<file path="src/rtl/sd_spi_read_if.sv">
// rtl/sd_spi_read_if.sv - SD SPI single-block reader bus: card SPI pins plus user read handshake
//
// Signals:
//   sd_spi_miso  card -> reader serial data
//   sd_spi_clk   reader -> card SPI clock, idles low
//   sd_spi_cs    reader -> card chip select, active low
//   sd_spi_mosi  reader -> card serial data, idles high
//   rd_start_en  user -> reader read request (rising edge)
//   rd_sec_addr  user -> reader 32-bit sector address
//   rd_busy      reader -> user, read in progress
//   rd_val_en    reader -> user, one-cycle word strobe
//   rd_val_data  reader -> user, 16-bit sector word
//   rd_err       reader -> user, sticky error of the last read
// Modports: master = the reader, slave = card/user environment.
interface sd_spi_read_if;
    logic        sd_spi_miso;
    logic        sd_spi_clk;
    logic        sd_spi_cs;
    logic        sd_spi_mosi;
    logic        rd_start_en;
    logic [31:0] rd_sec_addr;
    logic        rd_busy;
    logic        rd_val_en;
    logic [15:0] rd_val_data;
    logic        rd_err;

    modport master (
        input  sd_spi_miso, rd_start_en, rd_sec_addr,
        output sd_spi_clk, sd_spi_cs, sd_spi_mosi, rd_busy, rd_val_en, rd_val_data, rd_err
    );

    modport slave (
        output sd_spi_miso, rd_start_en, rd_sec_addr,
        input  sd_spi_clk, sd_spi_cs, sd_spi_mosi, rd_busy, rd_val_en, rd_val_data, rd_err
    );
endinterface

</file>
<file path="src/rtl/sd_spi_read.sv">
// rtl/sd_spi_read.sv - SD card single-block (CMD17) reader over SPI, 512 bytes out as 256 words
//
// Ports:
//   clk_sd  system clock, all logic on the rising edge
//   reset   synchronous active-high reset
//   bus     sd_spi_read_if.master: SPI pins to the card and the user read handshake
// Each SPI bit spans two clk_sd cycles: SCLK low (MOSI changes on entry), then SCLK high
// (MISO sampled on the edge that raises SCLK).
module sd_spi_read #(
    parameter logic [7:0] CMD_CRC       = 8'hFF,
    parameter int         RESP_TIMEOUT  = 8,
    parameter int         TOKEN_TIMEOUT = 1024
) (
    input  logic          clk_sd,
    input  logic          reset,
    sd_spi_read_if.master bus
);

    localparam int TMO_W = $clog2(TOKEN_TIMEOUT * 8 + 1);
    localparam logic [TMO_W-1:0] R1_LAST  = TMO_W'(RESP_TIMEOUT * 8 - 1);
    localparam logic [TMO_W-1:0] TOK_LAST = TMO_W'(TOKEN_TIMEOUT * 8 - 1);

    typedef enum logic [2:0] {
        S_IDLE,
        S_CMD,
        S_WAIT_R1,
        S_WAIT_TOK,
        S_DATA,
        S_CRC,
        S_TAIL
    } state_t;

    state_t           state;
    logic             start_d1;
    logic             start_d2;
    logic [46:0]      cmd_sh;     // frame bits still to send; bit 47 goes straight to MOSI
    logic [14:0]      rx_sh;      // received history; current MISO bit completes the byte/word
    logic [12:0]      bit_cnt;
    logic [TMO_W-1:0] tmo_cnt;
    logic             r1_cap;     // R1 start bit seen, collecting the remaining 7 bits

    logic        start_edge;
    logic [47:0] cmd_frame;
    logic [7:0]  rx_byte;
    logic [15:0] rx_word;

    assign start_edge = start_d1 & ~start_d2;
    assign cmd_frame  = {8'h51, bus.rd_sec_addr, CMD_CRC};
    assign rx_byte    = {rx_sh[6:0], bus.sd_spi_miso};
    assign rx_word    = {rx_sh, bus.sd_spi_miso};

    always_ff @(posedge clk_sd) begin
        if (reset) begin
            state           <= S_IDLE;
            start_d1        <= 1'b0;
            start_d2        <= 1'b0;
            cmd_sh          <= '0;
            rx_sh           <= '0;
            bit_cnt         <= '0;
            tmo_cnt         <= '0;
            r1_cap          <= 1'b0;
            bus.sd_spi_clk  <= 1'b0;
            bus.sd_spi_cs   <= 1'b1;
            bus.sd_spi_mosi <= 1'b1;
            bus.rd_busy     <= 1'b0;
            bus.rd_val_en   <= 1'b0;
            bus.rd_val_data <= '0;
            bus.rd_err      <= 1'b0;
        end else begin
            start_d1      <= bus.rd_start_en;
            start_d2      <= start_d1;
            bus.rd_val_en <= 1'b0;

            case (state)
                S_IDLE: begin
                    bus.sd_spi_clk  <= 1'b0;
                    bus.sd_spi_cs   <= 1'b1;
                    bus.sd_spi_mosi <= 1'b1;
                    if (start_edge) begin
                        // CS drops now; SCLK first rises on the following cycle
                        cmd_sh          <= cmd_frame[46:0];
                        bus.sd_spi_mosi <= cmd_frame[47];
                        bus.sd_spi_cs   <= 1'b0;
                        bus.rd_busy     <= 1'b1;
                        bus.rd_err      <= 1'b0;
                        bit_cnt         <= '0;
                        state           <= S_CMD;
                    end
                end

                S_CMD: begin
                    if (!bus.sd_spi_clk) begin
                        bus.sd_spi_clk <= 1'b1;
                    end else begin
                        bus.sd_spi_clk <= 1'b0;
                        if (bit_cnt == 13'd47) begin
                            bus.sd_spi_mosi <= 1'b1;
                            bit_cnt         <= '0;
                            tmo_cnt         <= '0;
                            rx_sh           <= '0;
                            r1_cap          <= 1'b0;
                            state           <= S_WAIT_R1;
                        end else begin
                            bus.sd_spi_mosi <= cmd_sh[46];
                            cmd_sh          <= {cmd_sh[45:0], 1'b1};
                            bit_cnt         <= bit_cnt + 13'd1;
                        end
                    end
                end

                S_WAIT_R1: begin
                    if (!bus.sd_spi_clk) begin
                        bus.sd_spi_clk <= 1'b1;
                        if (r1_cap) begin
                            rx_sh <= {rx_sh[13:0], bus.sd_spi_miso};
                            if (bit_cnt == 13'd7) begin
                                bit_cnt <= '0;
                                tmo_cnt <= '0;
                                rx_sh   <= '0;
                                if (rx_byte == 8'h00) begin
                                    state <= S_WAIT_TOK;
                                end else begin
                                    bus.rd_err <= 1'b1;
                                    state      <= S_TAIL;
                                end
                            end else begin
                                bit_cnt <= bit_cnt + 13'd1;
                            end
                        end else if (!bus.sd_spi_miso) begin
                            // the start bit itself is R1 bit 7 (always 0)
                            r1_cap  <= 1'b1;
                            rx_sh   <= '0;
                            bit_cnt <= 13'd1;
                        end else if (tmo_cnt == R1_LAST) begin
                            bus.rd_err <= 1'b1;
                            bit_cnt    <= '0;
                            state      <= S_TAIL;
                        end else begin
                            tmo_cnt <= tmo_cnt + TMO_W'(1);
                        end
                    end else begin
                        bus.sd_spi_clk <= 1'b0;
                    end
                end

                S_WAIT_TOK: begin
                    if (!bus.sd_spi_clk) begin
                        bus.sd_spi_clk <= 1'b1;
                        rx_sh          <= {rx_sh[13:0], bus.sd_spi_miso};
                        // rx_sh starts at zero so no partial window can look like 0xFE
                        if (rx_byte == 8'hFE) begin
                            rx_sh   <= '0;
                            bit_cnt <= '0;
                            state   <= S_DATA;
                        end else if (tmo_cnt == TOK_LAST) begin
                            bus.rd_err <= 1'b1;
                            bit_cnt    <= '0;
                            state      <= S_TAIL;
                        end else begin
                            tmo_cnt <= tmo_cnt + TMO_W'(1);
                        end
                    end else begin
                        bus.sd_spi_clk <= 1'b0;
                    end
                end

                S_DATA: begin
                    if (!bus.sd_spi_clk) begin
                        bus.sd_spi_clk <= 1'b1;
                        rx_sh          <= {rx_sh[13:0], bus.sd_spi_miso};
                        if (bit_cnt[3:0] == 4'hF) begin
                            bus.rd_val_data <= rx_word;
                            bus.rd_val_en   <= 1'b1;
                        end
                        if (bit_cnt == 13'd4095) begin
                            bit_cnt <= '0;
                            state   <= S_CRC;
                        end else begin
                            bit_cnt <= bit_cnt + 13'd1;
                        end
                    end else begin
                        bus.sd_spi_clk <= 1'b0;
                    end
                end

                S_CRC: begin
                    if (!bus.sd_spi_clk) begin
                        bus.sd_spi_clk <= 1'b1;
                        if (bit_cnt == 13'd15) begin
                            bit_cnt <= '0;
                            state   <= S_TAIL;
                        end else begin
                            bit_cnt <= bit_cnt + 13'd1;
                        end
                    end else begin
                        bus.sd_spi_clk <= 1'b0;
                    end
                end

                S_TAIL: begin
                    // Entered with SCLK high; CS rises together with that last falling edge,
                    // so all 8 following SCLK pulses happen with the card deselected.
                    bus.sd_spi_mosi <= 1'b1;
                    if (bus.sd_spi_clk) begin
                        bus.sd_spi_clk <= 1'b0;
                        bus.sd_spi_cs  <= 1'b1;
                        if (bit_cnt == 13'd8) begin
                            bus.rd_busy <= 1'b0;
                            bit_cnt     <= '0;
                            state       <= S_IDLE;
                        end
                    end else begin
                        bus.sd_spi_clk <= 1'b1;
                        bit_cnt        <= bit_cnt + 13'd1;
                    end
                end

                default: state <= S_IDLE;
            endcase
        end
    end

endmodule
</file>
<file path="src/flat_wrapper.sv">
// flat-port wrapper written by rule: the top's interface ports become plain ports
module sd_spi_read_flat 
#(
    parameter logic [7:0] CMD_CRC       = 8'hFF,
    parameter int         RESP_TIMEOUT  = 8,
    parameter int         TOKEN_TIMEOUT = 1024
)
  (clk_sd, reset, bus_sd_spi_miso, bus_rd_start_en, bus_rd_sec_addr, bus_sd_spi_clk, bus_sd_spi_cs, bus_sd_spi_mosi, bus_rd_busy, bus_rd_val_en, bus_rd_val_data, bus_rd_err);
  sd_spi_read_if bus_i ();
  input  logic clk_sd;
  input  logic reset;
  input wire logic [$bits(bus_i.sd_spi_miso)-1:0] bus_sd_spi_miso;
  input wire logic [$bits(bus_i.rd_start_en)-1:0] bus_rd_start_en;
  input wire logic [$bits(bus_i.rd_sec_addr)-1:0] bus_rd_sec_addr;
  output wire logic [$bits(bus_i.sd_spi_clk)-1:0] bus_sd_spi_clk;
  output wire logic [$bits(bus_i.sd_spi_cs)-1:0] bus_sd_spi_cs;
  output wire logic [$bits(bus_i.sd_spi_mosi)-1:0] bus_sd_spi_mosi;
  output wire logic [$bits(bus_i.rd_busy)-1:0] bus_rd_busy;
  output wire logic [$bits(bus_i.rd_val_en)-1:0] bus_rd_val_en;
  output wire logic [$bits(bus_i.rd_val_data)-1:0] bus_rd_val_data;
  output wire logic [$bits(bus_i.rd_err)-1:0] bus_rd_err;
  assign bus_i.sd_spi_miso = bus_sd_spi_miso;
  assign bus_i.rd_start_en = bus_rd_start_en;
  assign bus_i.rd_sec_addr = bus_rd_sec_addr;
  assign bus_sd_spi_clk = bus_i.sd_spi_clk;
  assign bus_sd_spi_cs = bus_i.sd_spi_cs;
  assign bus_sd_spi_mosi = bus_i.sd_spi_mosi;
  assign bus_rd_busy = bus_i.rd_busy;
  assign bus_rd_val_en = bus_i.rd_val_en;
  assign bus_rd_val_data = bus_i.rd_val_data;
  assign bus_rd_err = bus_i.rd_err;
  sd_spi_read #(.CMD_CRC(CMD_CRC), .RESP_TIMEOUT(RESP_TIMEOUT), .TOKEN_TIMEOUT(TOKEN_TIMEOUT)) u_core (.clk_sd(clk_sd), .reset(reset), .bus(bus_i));
endmodule
</file>
<file path="config.mk">
export PLATFORM = sky130hd
export DESIGN_NAME = sd_spi_read_flat
export DESIGN_NICKNAME = d
export VERILOG_FILES = /design/src/rtl/sd_spi_read_if.sv /design/src/rtl/sd_spi_read.sv /design/src/flat_wrapper.sv
export SDC_FILE = /design/constraint.sdc
export NUM_CORES = 1
export LEC_CHECK = 0
export ABC_CLOCK_PERIOD_IN_PS = 4700
export CELL_PAD_IN_SITES_DETAIL_PLACEMENT = 1
export CELL_PAD_IN_SITES_GLOBAL_PLACEMENT = 2
export CORE_MARGIN = 3
export CORE_UTILIZATION = 40
export DETAILED_ROUTE_END_ITERATION = 12
export DONT_BUFFER_PORTS = 1
export GPL_TIMING_DRIVEN = 0
export PLACE_DENSITY = 0.81
export SKIP_CTS_REPAIR_TIMING = 1
export SLEW_MARGIN = 20
export SYNTH_ARGS = -nofsm -noshare
export SYNTH_HDL_FRONTEND = slang
export SYNTH_SLANG_ARGS = --single-unit
</file>
<file path="constraint.sdc">
create_clock -name clk_sd -period 4.7 [get_ports clk_sd]
set_input_delay 1.41 -clock clk_sd [delete_from_list [all_inputs] [get_ports clk_sd]]
set_output_delay 1.41 -clock clk_sd [all_outputs]
set_load 0.1 [all_outputs]
</file>
# Word-level counts from Yosys, hierarchy flattened
# Index checks and enable logic that the tools add are counted.
[word_totals] reg_bits=117 latchBits=0 ramBits=0 mem_bits_ro=0 inputBits=36 elab_cells=176 n_memories=0
[op_classes] n_addsub=2 n_mul=0 div_mod_pow=0 order_cmp=0 eq_ne=39 shifts=0 mux=92 bitwise=4 reduce_logical=24
[op_table] operator="2-to-1 mux 13 bit" count=17
[op_table] operator="2-to-1 mux 47 bit" count=3
[op_table] operator="2-to-1 mux 14 bit" count=10
[op_table] operator="2-to-1 mux 15 bit" count=9
[op_table] operator="case mux 47 bit (2 select lines)" count=1
[op_table] operator="case mux 13 bit (7 select lines)" count=1
[op_table] operator="case mux 15 bit (4 select lines)" count=1
[op_table] operator="2-to-1 mux 3 bit" count=18
[op_table] operator="case mux 14 bit (3 select lines)" count=1
[op_table] operator="AND reduction 10 bit" count=3
[op_table] operator="== test 13 x 4 -> 1 bit, second input constant" count=2
[op_table] operator="2-to-1 mux 1 bit" count=24
[op_table] operator="case mux 3 bit (7 select lines)" count=1
[op_table] operator="inequality test 2 x 1 -> 1 bit, second input constant" count=8
[op_table] operator="AND reduction 15 bit" count=1
[op_table] operator="adder 14 x 1 -> 14 bit, second input constant" count=1
[op_table] operator="== test 14 x 13 -> 1 bit, second input constant" count=1
[op_table] operator="== test 14 x 6 -> 1 bit, second input constant" count=1
[op_table] operator="inequality test 2 bit, second input constant" count=7
[op_table] operator="adder 13 x 1 -> 13 bit, second input constant" count=1
[op_table] operator="== test 13 x 12 -> 1 bit, second input constant" count=1
[op_table] operator="== test 13 x 3 -> 1 bit, second input constant" count=1
[op_table] operator="== test 13 x 6 -> 1 bit, second input constant" count=1
[op_table] operator="AND reduction 4 bit" count=3
[op_table] operator="24 further kinds" count=44

# Longest topological paths before layout
[logic_depth] depth_word=6 ltp_mapped=10 mapped_depth_nobuf=8

# Worst setup path before layout
# Ideal clock, no wire load.
[synth_path] kind="input to register" from="input port bus_sd_spi_miso" to="register u_core.bit_cnt[12]" setup_ns=0.117 arrival_ns=3.135 t_required_ns=4.583 setup_slack_ns=1.447 stages=8 path_buffers=2 path_cell_list="clkbuf_1 > and4b_1 > and2_1 > o31ai_1 > or3_1 > clkbuf_1 > nor2_1 > a32o_1"
[synth_between] elab_chain_len=4
[synth_lines] element="start, declared" line_no="flat_wrapper.sv:12" source="input wire logic [$bits(bus_i.sd_spi_miso)-1:0] bus_sd_spi_miso;"
[synth_lines] element="== test 8 bit / 2-to-1 mux 13 bit (equally long branches)" line_no="sd_spi_read.sv:151, sd_spi_read.sv:129"
[synth_lines] element="2-to-1 mux 13 bit (on tied branches)" line_no="sd_spi_read.sv:151, sd_spi_read.sv:114"
[synth_lines] element="2-to-1 mux 13 bit (on tied branches)" line_no="sd_spi_read.sv:147, sd_spi_read.sv:112"
[synth_lines] element="case mux 13 bit (7 select lines)" line_no="sd_spi_read.sv:74" source="case (state)"
[synth_lines] element="end signal, assigned" line_no="sd_spi_read.sv:106" source="bit_cnt <= bit_cnt + 13'd1;"
[synth_lines] element="end signal, assigned" line_no="sd_spi_read.sv:179" source="bit_cnt <= bit_cnt + 13'd1;"
[synth_lines] element="end signal, assigned" line_no="sd_spi_read.sv:193" source="bit_cnt <= bit_cnt + 13'd1;"
[synth_lines] element="end, declared" line_no="sd_spi_read.sv:38" source="logic [12:0] bit_cnt;"
# Several ways; a longest one is shown, not always the timed one. The select of a mux whose other input is x is not followed.
# A chain may end at the register's enable or synchronous reset.

# Final worst setup path
[layout_path] from="input port bus_sd_spi_miso" to="register u_core.bit_cnt[2]"
# Same word-level chain as after synthesis.

==> results_dict.tcl <==
set metrics [dict create \
    status "completed" \
    maxCapViolCount 0 \
    synth.yosys.seq_area_share 0.4294 \
    cp.arrival_ps 3840 \
    fin_nets 755 \
    stdcell_area_sq_um 6296 \
    timing.hold.worst.class "register to register" \
    grtUsageTotal 0.2226 \
    worst_pin_slew_ps 1041 \
    syn_area_sq_um 5455 \
    post_drt_wl_per_cell_um 17.74 \
    clockRootBuffer "clkbuf_16" \
    min_period_ps 3547 \
    numClockSinks 117 \
    cp_num_buf_inv 2 \
    power.density_nw_per_um2 552.5 \
    hold_end "u_core.bus.rd_val_data[11]" \
    internal_power_uw 2254 \
    synth_flop_cell "dfxtp_1" \
    h-tree-depth 4 \
    insertion_delay_ps 410 \
    switching_share 0.3522 \
    die_h_um 122.8 \
    routed_wl_mm 16.05 \
    r2r_start "u_core.bus.sd_spi_clk" \
    ant_nets 0 \
    grt_max_degree 17 \
    maxSlewViolCount 0 \
    worstHoldPathCells 2 \
    tritoncts "built" \
    seq_power_share 0.359 \
    synth_seq_cells 117 \
    yosysWarnings 0 \
    start_kind "input pin" \
    cts_buffers 17 \
    antenna_found_initial 0 \
    dpl.hpwl_mm 11.49 \
    via_count 5186 \
    fmax_mhz 281.9 \
    fin_setup_tns_ps 0 \
    holdCritStartpoint "u_core.rx_sh[10]" \
    power_frac_comb 0.252 \
    dr.first_iter.drc_count 347 \
    core.rowCount 42 \
    area_growth_syn_to_layout_pct 15.41 \
    synth.distinct_cells 58 \
    grt_overflow 0 \
    p_leak_uw 0.002130 \
    p_switching_uw 1225 \
    critPathMaxFanout 9 \
    power.share.clock 0.389 \
    regArea_sq_um 2344 \
    drc 0 \
    worst-setup-path-type "input pin to register" \
    setup_viol 0 \
    drive_above_1_share 0.06584 \
    reg2reg_to "u_core.tmo_cnt[9]" \
    place_area_sq_um 5677 \
    fp.coreArea_sq_um 13300 \
    gp_routability_congestion 0.8475 \
    postSynth.asyncResetShare 0 \
    drtPass1Iterations 5 \
    grt_pass1_wl_mm 26.70 \
    slew_headroom 0.3047 \
    syn_nets 736 \
    die_x_um 122.8 \
    num_io_pins 58 \
    vdd_ir_drop_max_mv 0.3419 \
    syn_inst 697 \
    cts_max_path_buffers 2 \
    path_clk_slew_ps 60 \
    nFillCells 1609 \
    reg2reg_depth 6 \
    path_common_cell "clkbuf_1" \
    initial_core_util 0.4103 \
    n_antenna_cell 0 \
    fin_skew_ps 7.169 \
    critPathRequiredTime_ps 5000 \
    multi_input_area_sq_um 2856 \
    crit_cells 8 \
    finalCritPeriodShare 0.7547 \
    grt_setup_unrepaired "false" \
    grt_pass1_vias 5230 \
    r2r_slack_ps 1720 \
    worstSetupEndpointType "register" \
    total_power_uw 3479 \
    cpLargestDelayFamily "compound AO/OA/AOI/OAI gates" \
    synth-edff-count 0 \
    slowest_stage "o31ai_1" \
    die_area_sq_um 15070 \
    vias_per_cell 5.730 \
    postSynthAreaPerCell_sq_um 7.827 \
    cpPeakStageDelay_ps 610 \
    hold_violations 0 \
    port_buffers 0 \
    crit_chain "clkbuf_1 > and4b_1 > and2_1 > o31ai_1 > or3_1 > clkbuf_1 > nor2_1 > a32o_1" \
]
## worst register-to-register path, stage by stage, from the launching register on
cell	delay, ps
dfxtp_2	760
clkbuf_1	490
nand4_1	210
a22oi_1	470
nand4_2	340
or4_1	490
a21oi_1	150
## cells by family after synthesis
family,after synthesis,share of synthesized area
flops,117,0.4294
compound gates,165,0.2122
simple gates,340,0.2938
buf+inv,66,0.04702
xor+xnor,2,0.003212
fa+ha+maj,3,0.006881
mux,4,0.007569
## through the flow
stage | instances | hold slack [ps] | setup WS [ps] | util
CTS | 905 | 474.4 | 1119 | 0.4736
detailed placement | 873 | 464.9 | 708.8 | 0.4270
finish | 905 | 471.9 | 1153 | 0.4736
floorplan | 697 | 432.4 | 1447 | -
global route | 905 | 496.9 | 958.8 | 0.4736
global placement | 873 | 454.5 | 765.2 | 0.4269
## state kept, by name, summed over array words and instances, names as in the netlist, 3 cells and up
name                    count
u_core.bit_cnt             13
u_core.cmd_sh              47
u_core.rx_sh               15
u_core.state                3
u_core.tmo_cnt             14
u_core.bus.rd_val_data     16
## how the worst max path moves through the flow
stage	from	end	slack (ps)
2_1_floorplan	bus_sd_spi_miso	u_core.bit_cnt[12]	1450
5_1_grt	bus_sd_spi_miso	u_core.bit_cnt[2]	960
3_3_place_gp	bus_sd_spi_miso	u_core.bit_cnt[3]	770
4_1_cts	bus_sd_spi_miso	u_core.bit_cnt[2]	1120
3_5_place_dp	bus_sd_spi_miso	u_core.bit_cnt[2]	710
6_report	bus_sd_spi_miso	u_core.bit_cnt[2]	1150
## layout make-up
| cell class | count | area share |
|---|---|---|
| inverter | 10 | 0.005962 |
| tap | 176 | 0.03498 |
| multi-input combinational | 514 | 0.4537 |
| sequential | 117 | 0.3722 |
| buffer | 56 | 0.03478 |
| clock buffer | 21 | 0.07472 |
| clock inverter | 11 | 0.02365 |
## Yosys cell counts (12+ instances only)
master      n  area [sq um]
nand2_1   132         495.5
dfxtp_1   117          2342
nor2_1     93         349.1
a21oi_1    52         260.3
clkbuf_1   52         195.2
a311oi_1   34         297.8
a22oi_1    17         127.6
nand3_1    15         75.07
o21ai_0    14         70.07
a211oi_1   13         97.59
nand2b_1   12         75.07
## layout by cell type (no fill, tap or decap), drive strengths merged, types with 12 or more instances in the layout
master	instances
a211oi	13
a21oi	53
a22oi	17
a311oi	34
clkbuf	73
dfxtp	117
nand2	132
nand2b	12
nand3	15
nand4	13
nor2	93
o21ai	14
or4	12
## layer usage
metal,vias to the layer above,wire (um),GRT usage,share of wire
met1,2541,7445,0.2880,0.46
li1,2536,-,-,-
met2,95,7686,0.3645,0.48
met5,-,0,0,0
met4,0,165,0.05668,0.010
met3,14,754,0.06452,0.047
## power groups by stage
stage	Combinational, uW	Sequential [uW]	Clock, uW
after CTS	881	1250	1380
after global placement	847	1260	0
after detailed placement	877	1270	0
after global routing	989	1270	1440
after floorplan	646	1240	0
final	876	1250	1350
Power figures use the tool's default switching activity.
